--- config.mk ---
export PLATFORM = sky130hd
export DESIGN_NAME = fifo_wr_arbiter
export DESIGN_NICKNAME = d
export VERILOG_FILES = /design/src/rtl/fifo_wr_arbiter.sv
export SDC_FILE = /design/constraint.sdc
export NUM_CORES = 1
export LEC_CHECK = 0
export ABC_AREA = 1
export ABC_CLOCK_PERIOD_IN_PS = 1700
export CAP_MARGIN = 20
export CORE_MARGIN = 2
export CORE_UTILIZATION = 45
export CTS_CLUSTER_DIAMETER = 60
export DETAILED_ROUTE_END_ITERATION = 6
export PLACE_DENSITY = 0.91
export SYNTH_ARGS = -nofsm -noshare
export SYNTH_HDL_FRONTEND = slang
export SYNTH_SLANG_ARGS = --single-unit
--- constraint.sdc ---
create_clock -name wclk -period 1.7 [get_ports wclk]
set_input_delay 0.255 -clock wclk [delete_from_list [all_inputs] [get_ports wclk]]
set_output_delay 0.255 -clock wclk [all_outputs]
set_load 0.02 [all_outputs]
--- src/rtl/fifo_wr_arbiter.sv ---
// rtl/fifo_wr_arbiter.sv - round-robin burst arbiter for the shared FIFO write port
//
// Shares one FIFO write port among N_REQ requesters in the wclk domain.
// Ownership is granted round-robin and lasts at most MAX_BURST accepted words.
// The registered wfull flag from the FIFO gates every write.
//
// Ports:
//   wclk       write-domain clock
//   wrst_n     asynchronous active-low reset
//   req        per-requester request, held high while the requester has a word
//   req_data   requester i's word at [i*DATA_W +: DATA_W]
//   wfull      registered FIFO full flag
//   gnt        one-hot accept strobe; the word is consumed at this edge
//   winc       FIFO write enable
//   wdata      FIFO write data (owner's slice)
//   owner      current or last owner index
//   busy       high while a burst is in progress
//   stall_cnt  saturating count of owner-requesting cycles blocked by wfull
//
// Build option: FIFO_WR_ARB_PRIO0_EN makes requester 0 strict-priority; the
// remaining requesters rotate round-robin among themselves.

module fifo_wr_arbiter #(
    parameter int N_REQ     = 4,
    parameter int DATA_W    = 8,
    parameter int MAX_BURST = 4
) (
    input  logic                       wclk,
    input  logic                       wrst_n,
    input  logic [N_REQ-1:0]           req,
    input  logic [N_REQ*DATA_W-1:0]    req_data,
    input  logic                       wfull,
    output logic [N_REQ-1:0]           gnt,
    output logic                       winc,
    output logic [DATA_W-1:0]          wdata,
    output logic [$clog2(N_REQ)-1:0]   owner,
    output logic                       busy,
    output logic [15:0]                stall_cnt
);

    localparam int OWN_W  = $clog2(N_REQ);
    localparam int BEAT_W = $clog2(MAX_BURST + 1);
    localparam logic [BEAT_W-1:0] LAST_BEAT = BEAT_W'(MAX_BURST - 1);

    typedef enum logic {
        S_IDLE  = 1'b0,
        S_BURST = 1'b1
    } state_t;

    state_t             state;
    state_t             state_nxt;
    logic [OWN_W-1:0]   rr_ptr;
    logic [OWN_W-1:0]   rr_nxt;
    logic [OWN_W-1:0]   owner_nxt;
    logic [BEAT_W-1:0]  beat;
    logic [BEAT_W-1:0]  beat_nxt;
    logic [15:0]        stall_nxt;

    logic [OWN_W-1:0]   pick;
    logic               pick_vld;
    logic [OWN_W-1:0]   cand;
    logic [OWN_W-1:0]   release_ptr;
    logic               owner_req;
    logic               accept;

    // Modular add on an index that need not be a power of two.
    function automatic logic [OWN_W-1:0] wrap_add(input logic [OWN_W-1:0] base, input int off);
        int s;
        s = int'(base) + off;
        if (s >= N_REQ) begin
            s = s - N_REQ;
        end
        return OWN_W'(s);
    endfunction

    assign owner_req = req[owner];
    assign accept    = (state == S_BURST) && owner_req && !wfull;

    // Rotating search from rr_ptr. Walking the offsets from the far end down
    // lets the nearest requesting index overwrite any farther one.
    always_comb begin
        pick     = '0;
        pick_vld = 1'b0;
        cand     = '0;
        for (int i = N_REQ - 1; i >= 0; i--) begin
            cand = wrap_add(rr_ptr, i);
`ifdef FIFO_WR_ARB_PRIO0_EN
            if (req[cand] && (cand != '0)) begin
`else
            if (req[cand]) begin
`endif
                pick     = cand;
                pick_vld = 1'b1;
            end
        end
`ifdef FIFO_WR_ARB_PRIO0_EN
        if (req[0]) begin
            pick     = '0;
            pick_vld = 1'b1;
        end
`endif
    end

    // Pointer to load when the current burst ends.
    always_comb begin
        release_ptr = wrap_add(owner, 1);
`ifdef FIFO_WR_ARB_PRIO0_EN
        // Priority bursts leave the rotation among the others untouched.
        if (owner == '0) begin
            release_ptr = rr_ptr;
        end
`endif
    end

    // State register
    always_ff @(posedge wclk or negedge wrst_n) begin
        if (!wrst_n) begin
            state     <= S_IDLE;
            owner     <= '0;
            rr_ptr    <= '0;
            beat      <= '0;
            stall_cnt <= '0;
        end else begin
            state     <= state_nxt;
            owner     <= owner_nxt;
            rr_ptr    <= rr_nxt;
            beat      <= beat_nxt;
            stall_cnt <= stall_nxt;
        end
    end

    // Next-state logic
    always_comb begin
        state_nxt = state;
        owner_nxt = owner;
        rr_nxt    = rr_ptr;
        beat_nxt  = beat;
        stall_nxt = stall_cnt;
        case (state)
            S_IDLE: begin
                if (pick_vld) begin
                    state_nxt = S_BURST;
                    owner_nxt = pick;
                    beat_nxt  = '0;
                end
            end
            S_BURST: begin
                if (!owner_req) begin
                    state_nxt = S_IDLE;
                    rr_nxt    = release_ptr;
                end else if (wfull) begin
                    if (stall_cnt != 16'hFFFF) begin
                        stall_nxt = stall_cnt + 16'd1;
                    end
                end else begin
                    beat_nxt = beat + BEAT_W'(1);
                    if (beat == LAST_BEAT) begin
                        state_nxt = S_IDLE;
                        rr_nxt    = release_ptr;
                    end
                end
            end
            default: begin
                state_nxt = S_IDLE;
            end
        endcase
    end

    // Outputs: only the owner's request and data reach the write port.
    always_comb begin
        gnt = '0;
        if (accept) begin
            gnt[owner] = 1'b1;
        end
        winc  = accept;
        wdata = req_data[int'(owner)*DATA_W +: DATA_W];
        busy  = (state == S_BURST);
    end

endmodule

==> results of run 1 <==
[cell families (layout without fill, tap and decap cells)]
family,Yosys count,in the layout,synth area share
xor+xnor,8,8,0.0369
simple gates,151,152,0.399
compound gates,40,40,0.115
flops,24,24,0.316
buf+inv,36,125,0.0869
fa+ha+maj,7,7,0.0461
[cells in the mapped netlist]
cell / instances
nand2_1: 79
nor2_2: 1
buf_6: 2
ha_1: 7
nand3_2: 3
nor3_1: 1
o22ai_1: 9
nand3b_4: 1
o21ai_2: 2
nor2_4: 1
nand3_1: 15
nor2_1: 36
nand4_1: 2
inv_1: 24
inv_2: 3
buf_2: 2
clkinv_4: 1
nand2_4: 2
xnor2_1: 4
clkbuf_1: 2
nand3b_2: 3
nor3_2: 1
nor3_4: 2
buf_4: 2
dfrtp_1: 24
a21oi_1: 2
xor2_1: 4
nand3_4: 2
o21ai_1: 5
nand4_2: 1
nor2_8: 1
o21ai_0: 22
[flip-flops by register name, summed over array words and instances (netlist names)]
register   cells
owner          2
rr_ptr         2
beat           3
busy           1
stall_cnt     16
[cell type report]
class | instances | area, µm² | share of cell area
clock buffer | 3 | 41.3 | 0.0142
clock inverter | 1 | 30.0 | 0.0103
inverter | 28 | 115 | 0.0395
multi-input combinational | 207 | 1210 | 0.415
sequential | 24 | 602 | 0.206
tap | 50 | 62.6 | 0.0215
timing repair buffer | 93 | 856 | 0.294
[power by group through the flow]
stage | combinational [µW] | clock (µW) | sequential (µW)
floorplan | 1570 | 0 | 979
global placement | 2610 | 0 | 903
detailed placement | 2690 | 0 | 915
CTS | 2580 | 506 | 903
global route | 3090 | 536 | 939
finish | 2830 | 501 | 912
[per-stage QoR]
step                      total power, µW  hold slack [ns]  instances  TNS [ns]  worst slack [ns]
after floorplan                      2550          -0.0406        266    -0.130           -0.0325
after global placement               3510            0.470        395     -3.01            -0.424
after detailed placement             3600            0.471        395     -3.61            -0.453
after CTS                            3990            0.337        400    -0.181           -0.0457
after global routing                 4570            0.368        406    -0.926            -0.176
final                                4250            0.327        406    -0.188           -0.0589
[repair_timing]
item,in CTS,in global routing
hold endpoints to repair,0,0
buffers inserted,1,7
gates cloned,0,1
pin swaps,0,6
resized for setup,59,33
hold buffers,0,0
setup endpoints to repair,15,16
[how the worst max path moves through the flow]
| stage | end | startpoint | cells past startpoint | slack, ns |
|---|---|---|---|---|
| 6_report | gnt[1] | owner[0] | 8 | -0.06 |
| 3_3_place_gp | gnt[2] | req[1] | 8 | -0.42 |
| 5_1_grt | gnt[1] | owner[0] | 8 | -0.18 |
| 3_5_place_dp | gnt[0] | req[3] | 8 | -0.45 |
| 4_1_cts | gnt[0] | owner[0] | 8 | -0.05 |
| 2_1_floorplan | gnt[0] | owner[0] | 8 | -0.03 |
[layer usage]
metal	GRT usage	up-vias	wire length, µm
met2	0.403	76	2760
met1	0.307	974	2390
met4	0.0490	0	129
li1	-	1042	-
met3	0.0422	16	320
met5	0	-	0
[critical path: cells and delay by family, from the launching register on]
kind	cells	cell delay, ns
buffers and inverters	3	0.32
flip-flops	1	0.47
AND/OR/NAND/NOR	5	0.45
==> reports/results.ini, run 1 <==
[synthesis]
syn_inst = 266
yosys.area.top_type_share = 0.316
synth-seq-cells = 24
ys_types = 32
syn-cell-area_mm2 = 0.00190
yosysTopAreaCell = dfrtp_1
synth.top_cells.by_area = dfrtp_1 (32%), nand2_1 (16%), nor2_1 (7.1%), o21ai_0 (5.8%), inv_1 (4.7%)
ys_seq_area_frac = 0.316
yosys_warnings = 0
synth_nets = 312
syn_avg_cell_area_um2 = 7.15

[timing]
finClkSkew_ns = 0.00616
max_freq_mhz = 569
rsz0062_at_grt = true
fin_ws_ns = -0.0589
period_minus_slack_ns = 1.76
setup_viol_count_final = 4
relSlewSlack = 0.779
report.final.slew_viol_count = 0
fin_crit_sh = 1.03
hold_viol = 0
worst_slew_pin_slew_ns = 0.330

[critical_path]
worstPathCellList = inv_4, nand2_2, nand3_2, nand2_4, nor3_4, inv_2, nor2_2, buf_6
slowest_stage = dfrtp_2
cp-start-kind = flop
cp_max_fo = 6
crit_required_ns = 1.44
critPathArrivalTime_ns = 1.50
ff2ff_path_depth = 8
critPathCaptureType = primary output
r2r-start = stall_cnt[1]
crit_type = reg -> out
rr_endpoint = stall_cnt[4]
critPathMaxStageDelay_ns = 0.47
rrSetupSlack_ns = 0.06

[drt]
dr.first_iter.drc_count = 110
ant_nets = 0
drt_wl_total_mm = 5.60
firstDrtPassIters = 4
wl_per_cell_um = 13.8
vias = 2108
drc = 0
via_per_inst = 5.19

[power_and_ir_drop]
switching_share = 0.476
pwr-share-clk = 0.118
intPower_uw = 2230
powerDensity_mw_per_mm2 = 1460
leakage_uw = 0.00139
peakVddDrop_uv = 752
pwr-share-comb = 0.667
netSwitchingPower_uw = 2020
seqPwrFrac = 0.215

[final_layout]
drive_above_1_share = 0.228
finalInstanceArea_mm2 = 0.00292
area_growth_syn_to_layout_pct = 53.4
layout.nets = 403
fillCellCount = 290
fin_util = 0.724
final_cell_mix = nand2_1 (72), clkdlybuf4s50_1 (54), nor2_1 (31)
antenna-diode-count = 0
mostFrequentLayoutCell = nand2_1

[placement]
placed_cell_area_mm2 = 0.00275
hpwl_mm = 4.02
portBuffers = 70
gp_congestion = 0.928

[status]
status = finished with violations
violations = negative setup slack

[grt]
antenna_found_initial = 0
first_global_vias = 1838
grt_util_all_layers = 0.234
grt_pass1_wl_mm = 8.44
overflow = 0
grt_max_degree = 25

[clock_network]
clock_latency_ns = 0.27
htree_num_levels = 1
clockBufferDepth = 2
cts-root-buf = clkbuf_8
cts_tree = yes
cts.sinks = 24
cts_inserted_buffers = 3
clkTransAtPathRegs_ns = 0.09

[floorplan]
die_h_um = 69.0
core_area_mm2 = 0.00403
die_x_um = 69.0
die_area_mm2 = 0.00476
initial_utilization = 0.472
row_count = 23
num_io_pins = 71

[job]
cap_viol_max_count = 0

[worst_hold_path]
hp-class = in -> async

(Power assumes the default switching activity.)
==> run 2, diff against run 1 <==
--- a/config.mk
+++ b/config.mk
@@ -8,11 +8,11 @@
 export ABC_AREA = 1
 export ABC_CLOCK_PERIOD_IN_PS = 1700
 export CAP_MARGIN = 20
-export CORE_MARGIN = 2
+export CORE_MARGIN = 4
 export CORE_UTILIZATION = 45
 export CTS_CLUSTER_DIAMETER = 60
 export DETAILED_ROUTE_END_ITERATION = 6
-export PLACE_DENSITY = 0.91
+export PLACE_DENSITY = 0.85
 export SYNTH_ARGS = -nofsm -noshare
 export SYNTH_HDL_FRONTEND = slang
 export SYNTH_SLANG_ARGS = --single-unit
==> run 2 against run 1 <==
  * The flow still finishes with violations (negative setup slack)
  * Final area increased by 0.86%
  * Worst hold slack better by 0.013 ns
  * Die area increased by 12%
  * Wire length increased by 3.2%
  * Critical path type unchanged
  * Critical endpoint unchanged
  * Largest cell class unchanged
  * Largest power group unchanged
==> reports/results.ini, run 2 (synthesis gave the netlist of run 1 again) <==
[final_layout]
regMostFlops = stall_cnt  ; unchanged
top_regs = stall_cnt (16), beat (3)  ; unchanged
final_cell_mix = nand2_1 (77), clkdlybuf4s50_1 (53), nor2_1 (31)  ; was nand2_1 (72), clkdlybuf4s50_1 (54), nor2_1 (31)
finalNonFillerCells = 410  ; was 406
largest_register_ffs = 16  ; unchanged
mostFrequentLayoutCell = nand2_1  ; unchanged
fillCellCount = 296  ; was 290
drive_above_1_share = 0.233  ; was 0.228
antenna-diode-count = 0  ; unchanged
layout.nets = 407  ; was 403
area_growth_syn_to_layout_pct = 54.7  ; was 53.4%

[status]
status = finished with violations  ; unchanged
violations = negative setup slack  ; unchanged

[timing]
fin_tns_setup_ns = -0.513  ; was -0.188 ns
relSlewSlack = 0.801  ; was 0.779
report.final.slew_viol_count = 0  ; unchanged
setup_viol_count_final = 5  ; was 4
finClkSkew_ns = 0.00589  ; was 0.00616 ns
hold_viol = 0  ; unchanged
period_minus_slack_ns = 1.83  ; was 1.76 ns
fin_crit_sh = 1.08  ; was 1.03
max_freq_mhz = 546  ; was 569 MHz
fin_ws_ns = -0.131  ; was -0.0589 ns
worst_slew_pin_slew_ns = 0.297  ; was 0.330 ns
rsz0062_at_grt = true  ; unchanged

[drt]
wl_per_cell_um = 14.1  ; was 13.8 µm
drt_wl_total_mm = 5.78  ; was 5.60 mm
ant_nets = 0  ; unchanged
vias = 2115  ; was 2108
dr.first_iter.drc_count = 145  ; was 110
drc = 0  ; unchanged
via_per_inst = 5.16  ; was 5.19
firstDrtPassIters = 4  ; unchanged

[clock_network]
cts_tree = yes  ; unchanged
cts_hold_buf = 0  ; unchanged
cts-root-buf = clkbuf_8  ; unchanged
clkTransAtPathRegs_ns = 0.08  ; was 0.09 ns
clockBufferDepth = 2  ; unchanged
cts_inserted_buffers = 3  ; unchanged
htree_num_levels = 1  ; unchanged
clock_latency_ns = 0.27  ; about the same
cts.sinks = 24  ; unchanged

[placement]
gp_congestion = 0.867  ; was 0.928
hpwl_mm = 4.16  ; was 4.02 mm
portBuffers = 70  ; unchanged
dp.cells = 396  ; was 395

[floorplan]
initial_utilization = 0.472  ; unchanged
row_count = 23  ; unchanged
die_x_um = 73.0  ; was 69.0 µm
die_h_um = 73.0  ; was 69.0 µm
core_area_mm2 = 0.00403  ; unchanged
die_area_mm2 = 0.00533  ; was 0.00476 mm²
num_io_pins = 71  ; unchanged

[critical_path]
ff2ff_path_depth = 12  ; was 8
critPathArrivalTime_ns = 1.58  ; was 1.50 ns
cp_max_fo = 5  ; was 6
rrSetupSlack_ns = 0.01  ; was 0.06 ns
crit_required_ns = 1.44  ; about the same
cp-start-kind = flop  ; unchanged
crit_type = reg -> out  ; unchanged
critPathCaptureType = primary output  ; unchanged
rr_endpoint = stall_cnt[12]  ; was stall_cnt[4]
r2r-start = owner[0]  ; was stall_cnt[1]

[power_and_ir_drop]
powerDensity_mw_per_mm2 = 1450  ; was 1460 mW/mm²
leakage_uw = 0.00140  ; was 0.00139 µW
peakVddDrop_uv = 717  ; was 752 µV

[grt]
first_global_vias = 1837  ; was 1838
grt_max_degree = 25  ; unchanged
grt_pass1_wl_mm = 8.66  ; was 8.44 mm
antenna_found_initial = 0  ; unchanged
overflow = 0  ; unchanged
grt_util_all_layers = 0.203  ; was 0.234

[job]
cap_viol_max_count = 0  ; unchanged

[worst_hold_path]
hp-class = in -> async  ; unchanged

[run 2: how the worst max path moves through the flow]
| stage | start | to | cells past startpoint |
|---|---|---|---|
| 2_1_floorplan | owner[0] | gnt[0] | 8 |
| 3_3_place_gp | req[1] | gnt[2] | 8 |
| 3_5_place_dp | req[2] | gnt[2] | 8 |
| 4_1_cts | owner[0] | gnt[3] | 8 |
| 5_1_grt | owner[0] | gnt[1] | 8 |
| 6_report | owner[0] | gnt[1] | 8 |
[run 2: metal layers]
metal,up-vias,GRT usage,part of all wire
li1,1053,-,-
met1,993,0.283,0.44
met2,63,0.336,0.50
met3,6,0.0331,0.056
met4,0,0.0348,0.0057
met5,-,0,0
[run 2: cell type report]
type | instances | area (µm²) | share of cell area
inverter | 28 | 113 | 0.0383
tap | 50 | 62.6 | 0.0213
sequential | 24 | 603 | 0.205
timing repair buffer | 97 | 917 | 0.312
clock buffer | 4 | 55.1 | 0.0187
multi-input combinational | 207 | 1190 | 0.405
[run 2: report_power, final]
| part | internal (µW) | switching (µW) |
|---|---|---|
| logic | 1310 | 1660 |
| clock network | 207 | 178 |
| registers | 719 | 190 |
[run 2: timing repair]
item                                    in CTS  in global routing
gates cloned                                 0                  1
resized for setup                           59                 39
pin swaps                                    1                  7
endpoints found under the setup margin      15                 16
setup buffers                                1                  9
[run 2: through the flow]
step                utilization  hold slack, ns  power, µW  area (µm²)  setup slack [ns]
floorplan                     -         -0.0406       2550        1910           -0.0325
detailed placement        0.687           0.486       3630        2770            -0.470
global route              0.730           0.392       4580        2940            -0.223
finish                    0.730           0.340       4270        2940            -0.131
global placement          0.687           0.478       3570        2770            -0.414
CTS                       0.694           0.351       3910        2800           -0.0999
[run 2: critical path, stage by stage (launching register included)]
cell and delay, ns:
dfrtp_2 0.46, inv_4 0.09, nand2_2 0.05, nand3_2 0.07
nand2_4 0.06, nor3_4 0.22, inv_2 0.11, nor2_2 0.12
buf_6 0.12
==> run 3, diff against run 2 <==
--- a/config.mk
+++ b/config.mk
@@ -5,11 +5,10 @@
 export SDC_FILE = /design/constraint.sdc
 export NUM_CORES = 1
 export LEC_CHECK = 0
-export ABC_AREA = 1
 export ABC_CLOCK_PERIOD_IN_PS = 1700
-export CAP_MARGIN = 20
+export CAP_MARGIN = 10
 export CORE_MARGIN = 4
-export CORE_UTILIZATION = 45
+export CORE_UTILIZATION = 41
 export CTS_CLUSTER_DIAMETER = 60
 export DETAILED_ROUTE_END_ITERATION = 6
 export PLACE_DENSITY = 0.85
==> run 3 against run 2 <==
  * The flow still finishes with violations (negative setup slack)
  * Non-clock buffer count rose by 8
  * Via count fell by 31%
  * Total power fell by 25%
  * Sequential share of layout area rose by 3.2 points
  * Clock power fell by 34%
  * Wire length fell by 16%
  * Final cell count fell by 32%
  * Combinational power fell by 30%
  * Final area fell by 13%
  * Critical path type unchanged
  * Largest cell class is now non-clock buffers
  * Highest routed layer unchanged
==> reports/results.ini, run 3 <==
[clock_network]
htree_num_levels = 1  ; unchanged
cts-root-buf = clkbuf_4  ; was clkbuf_8
clock_latency_ns = 0.32  ; was 0.27 ns
clkTransAtPathRegs_ns = 0.12  ; was 0.08 ns
clockBufferDepth = 2  ; unchanged
cts_tree = yes  ; unchanged
cts_inserted_buffers = 3  ; unchanged
cts.sinks = 24  ; unchanged

[floorplan]
num_io_pins = 71  ; unchanged
die_x_um = 68.0  ; was 73.0 µm
core_area_mm2 = 0.00342  ; was 0.00403 mm²
row_count = 21  ; was 23
die_area_mm2 = 0.00463  ; was 0.00533 mm²
die_h_um = 68.0  ; was 73.0 µm
initial_utilization = 0.432  ; was 0.472

[critical_path]
rrSetupSlack_ns = -0.23  ; was 0.01 ns
cp-start-kind = flop  ; unchanged
critPathArrivalTime_ns = 1.71  ; was 1.58 ns
worstPathCellList = mux4_2, nand2_2, nor2_4, and2_4, buf_6  ; was inv_4, nand2_2, nand3_2, nand2_4, nor3_4, inv_2, nor2_2, buf_6
critPathCaptureType = primary output  ; unchanged
path_delay_family = multiplexers  ; was simple AND/OR/NAND/NOR gates
cp_max_fo = 6  ; was 5
crit_required_ns = 1.44  ; about the same
critPathMaxStageDelay_ns = 0.55  ; was 0.46 ns
cp_num_buf_inv = 1  ; was 3
crit_type = reg -> out  ; unchanged
slowest_stage = mux4_2  ; was dfrtp_2

[synthesis]
ys_seq_area_frac = 0.407  ; was 0.316
synth-seq-cells = 24  ; unchanged
async_reset_ff_frac = 1.00  ; unchanged
synth_commonest_cells = dfrtp_1 (24), xnor2_1 (13), mux4_2 (9), nand2_1 (9)  ; was nand2_1 (79), nor2_1 (36), dfrtp_1 (24), inv_1 (24), o21ai_0 (22)
synth-main-ff-cell = dfrtp_1  ; unchanged
syn_avg_cell_area_um2 = 11.6  ; was 7.15 µm²
synth.most_common_cell = dfrtp_1  ; was nand2_1
syn_inst = 127  ; was 266
yosys_warnings = 0  ; unchanged
yosysTopAreaCell = dfrtp_1  ; unchanged
synth_edf_count = 0  ; unchanged
synth.top_cells.by_area = dfrtp_1 (41%), mux4_2 (14%), xnor2_1 (7.7%), ha_1 (5.9%), and3_1 (3.0%)  ; was dfrtp_1 (32%), nand2_1 (16%), nor2_1 (7.1%), o21ai_0 (5.8%), inv_1 (4.7%)
synth_nets = 173  ; was 312
yosys.area.top_type_share = 0.407  ; was 0.316
ys_types = 30  ; was 32
syn-cell-area_mm2 = 0.00148  ; was 0.00190 mm²

[power_and_ir_drop]
seqPwrFrac = 0.263  ; was 0.213
peakVddDrop_uv = 760  ; was 717 µV
switching_share = 0.405  ; was 0.476
pwr-share-clk = 0.080  ; was 0.090
pwr-share-comb = 0.657  ; was 0.697
netSwitchingPower_uw = 1290  ; was 2030 µW
powerDensity_mw_per_mm2 = 1240  ; was 1450 mW/mm²
leakage_uw = 0.00129  ; was 0.00140 µW
intPower_uw = 1900  ; was 2240 µW

[final_layout]
regArea_um2 = 609  ; was 603 µm²
drive_above_1_share = 0.346  ; was 0.233
antenna-diode-count = 0  ; unchanged
mostFrequentLayoutCell = clkdlybuf4s50_1  ; was nand2_1
multiInputGateArea_um2 = 875  ; was 0.00119 mm²
largest_register_ffs = 16  ; unchanged
final_cell_mix = clkdlybuf4s50_1 (41), buf_4 (30), dfrtp_1 (17)  ; was nand2_1 (77), clkdlybuf4s50_1 (53), nor2_1 (31)
fillCellCount = 236  ; was 296
area_growth_syn_to_layout_pct = 74.0  ; was 54.7%
regMostFlops = stall_cnt  ; unchanged
top_regs = stall_cnt (16), beat (3)  ; unchanged
layout.nets = 278  ; was 407

[timing]
worst_slew_pin_slew_ns = 0.302  ; was 0.297 ns
whs_ns = 0.272  ; was 0.340 ns
finClkSkew_ns = 0.00775  ; was 0.00589 ns
setup_viol_count_final = 29  ; was 5
fin_ws_ns = -0.265  ; was -0.131 ns
rsz0062_at_grt = true  ; unchanged
max_freq_mhz = 509  ; was 546 MHz
hold_viol = 0  ; unchanged
period_minus_slack_ns = 1.97  ; was 1.83 ns
report.final.slew_viol_count = 0  ; unchanged
relSlewSlack = 0.798  ; was 0.801
fin_crit_sh = 1.16  ; was 1.08

[drt]
dr.first_iter.drc_count = 44  ; was 145
wl_met1_mm = 1.67  ; was 2.56 mm
drc = 0  ; unchanged
ant_nets = 0  ; unchanged
wl_met3_um = 551  ; was 326 µm
top_layer_used = met4  ; unchanged
routed-wl-met2_mm = 2.50  ; was 2.86 mm
vias = 1454  ; was 2115
firstDrtPassIters = 4  ; unchanged
via_per_inst = 5.25  ; was 5.16
wl_per_cell_um = 17.5  ; was 14.1 µm
drt_wl_total_mm = 4.85  ; was 5.78 mm

[job]
cap_viol_max_count = 0  ; unchanged

[placement]
post-place-ws_ns = -0.593  ; was -0.470 ns
hpwl_mm = 3.80  ; was 4.16 mm
portBuffers = 70  ; unchanged
gp_congestion = 0.788  ; was 0.867

[grt]
grt_max_degree = 25  ; unchanged
antenna_found_initial = 0  ; unchanged
overflow = 0  ; unchanged
grt_pass1_wl_mm = 7.58  ; was 8.66 mm
grt_util_all_layers = 0.220  ; was 0.203
first_global_vias = 1616  ; was 1837

[status]
violations = negative setup slack  ; unchanged
status = finished with violations  ; unchanged

[worst_hold_path]
hp-class = in -> async  ; unchanged

==> run 3: final cells by class <==
cell class | count | area share
multi-input combinational | 92 | 0.340
tap | 46 | 0.0224
timing repair buffer | 105 | 0.381
inverter | 6 | 0.00877
sequential | 24 | 0.237
clock buffer | 4 | 0.0102
==> run 3: power groups by stage <==
| stage | registers, µW | clock network (µW) | logic, µW |
|---|---|---|---|
| 2_1_floorplan | 996 | 0 | 932 |
| 3_3_place_gp | 830 | 0 | 1980 |
| 3_5_place_dp | 842 | 0 | 2060 |
| 4_1_cts | 837 | 263 | 2090 |
| 5_1_grt | 859 | 283 | 2260 |
| 6_report | 841 | 254 | 2100 |
==> run 3: worst paths after layout <==
check | endpoint | from | cells after the start
max | gnt[0] | owner[0] | 5
min reg2reg | stall_cnt[8] | stall_cnt[8] | 1
max in group asynchronous | owner[0] | wrst_n | 2
min in group wclk | stall_cnt[8] | stall_cnt[8] | 1
min | stall_cnt[1] | wrst_n | 2
max reg2reg | stall_cnt[13] | owner[0] | 7
==> run 3: what timing repair did <==
item                       4_1_cts  5_1_grt
pin swaps                        6        2
resized for setup               75       15
hold buffers                     0        0
setup buffers                    5        0
setup endpoints to repair       34       42
==> run 3: stage by stage <==
step           total power (µW)  utilization  instances  area [µm²]  TNS (ns)
6_report                   3190        0.752        277        2570     -5.04
3_3_place_gp               2810        0.723        268        2470     -9.86
2_1_floorplan              1930            -        127        1520    -0.770
3_5_place_dp               2900        0.723        268        2470    -11.72
5_1_grt                    3400        0.752        277        2570     -6.77
4_1_cts                    3190        0.741        277        2530     -5.14
==> run 3: cells by family after synthesis <==
family	Yosys count	synth area share
AOI/OAI and AO/OA	13	0.0712
buffers and inverters	11	0.0347
adders and majority gates	7	0.0593
DFF	24	0.407
and+or+nand+nor	43	0.165
muxes	15	0.180
xor gates and xnor gates	14	0.0831
==> run 3: routing by layer <==
metal	vias up	global-route usage
met3	11	0.0591
met4	0	0.0943
met1	694	0.227
met2	74	0.413
li1	675	-
met5	-	0
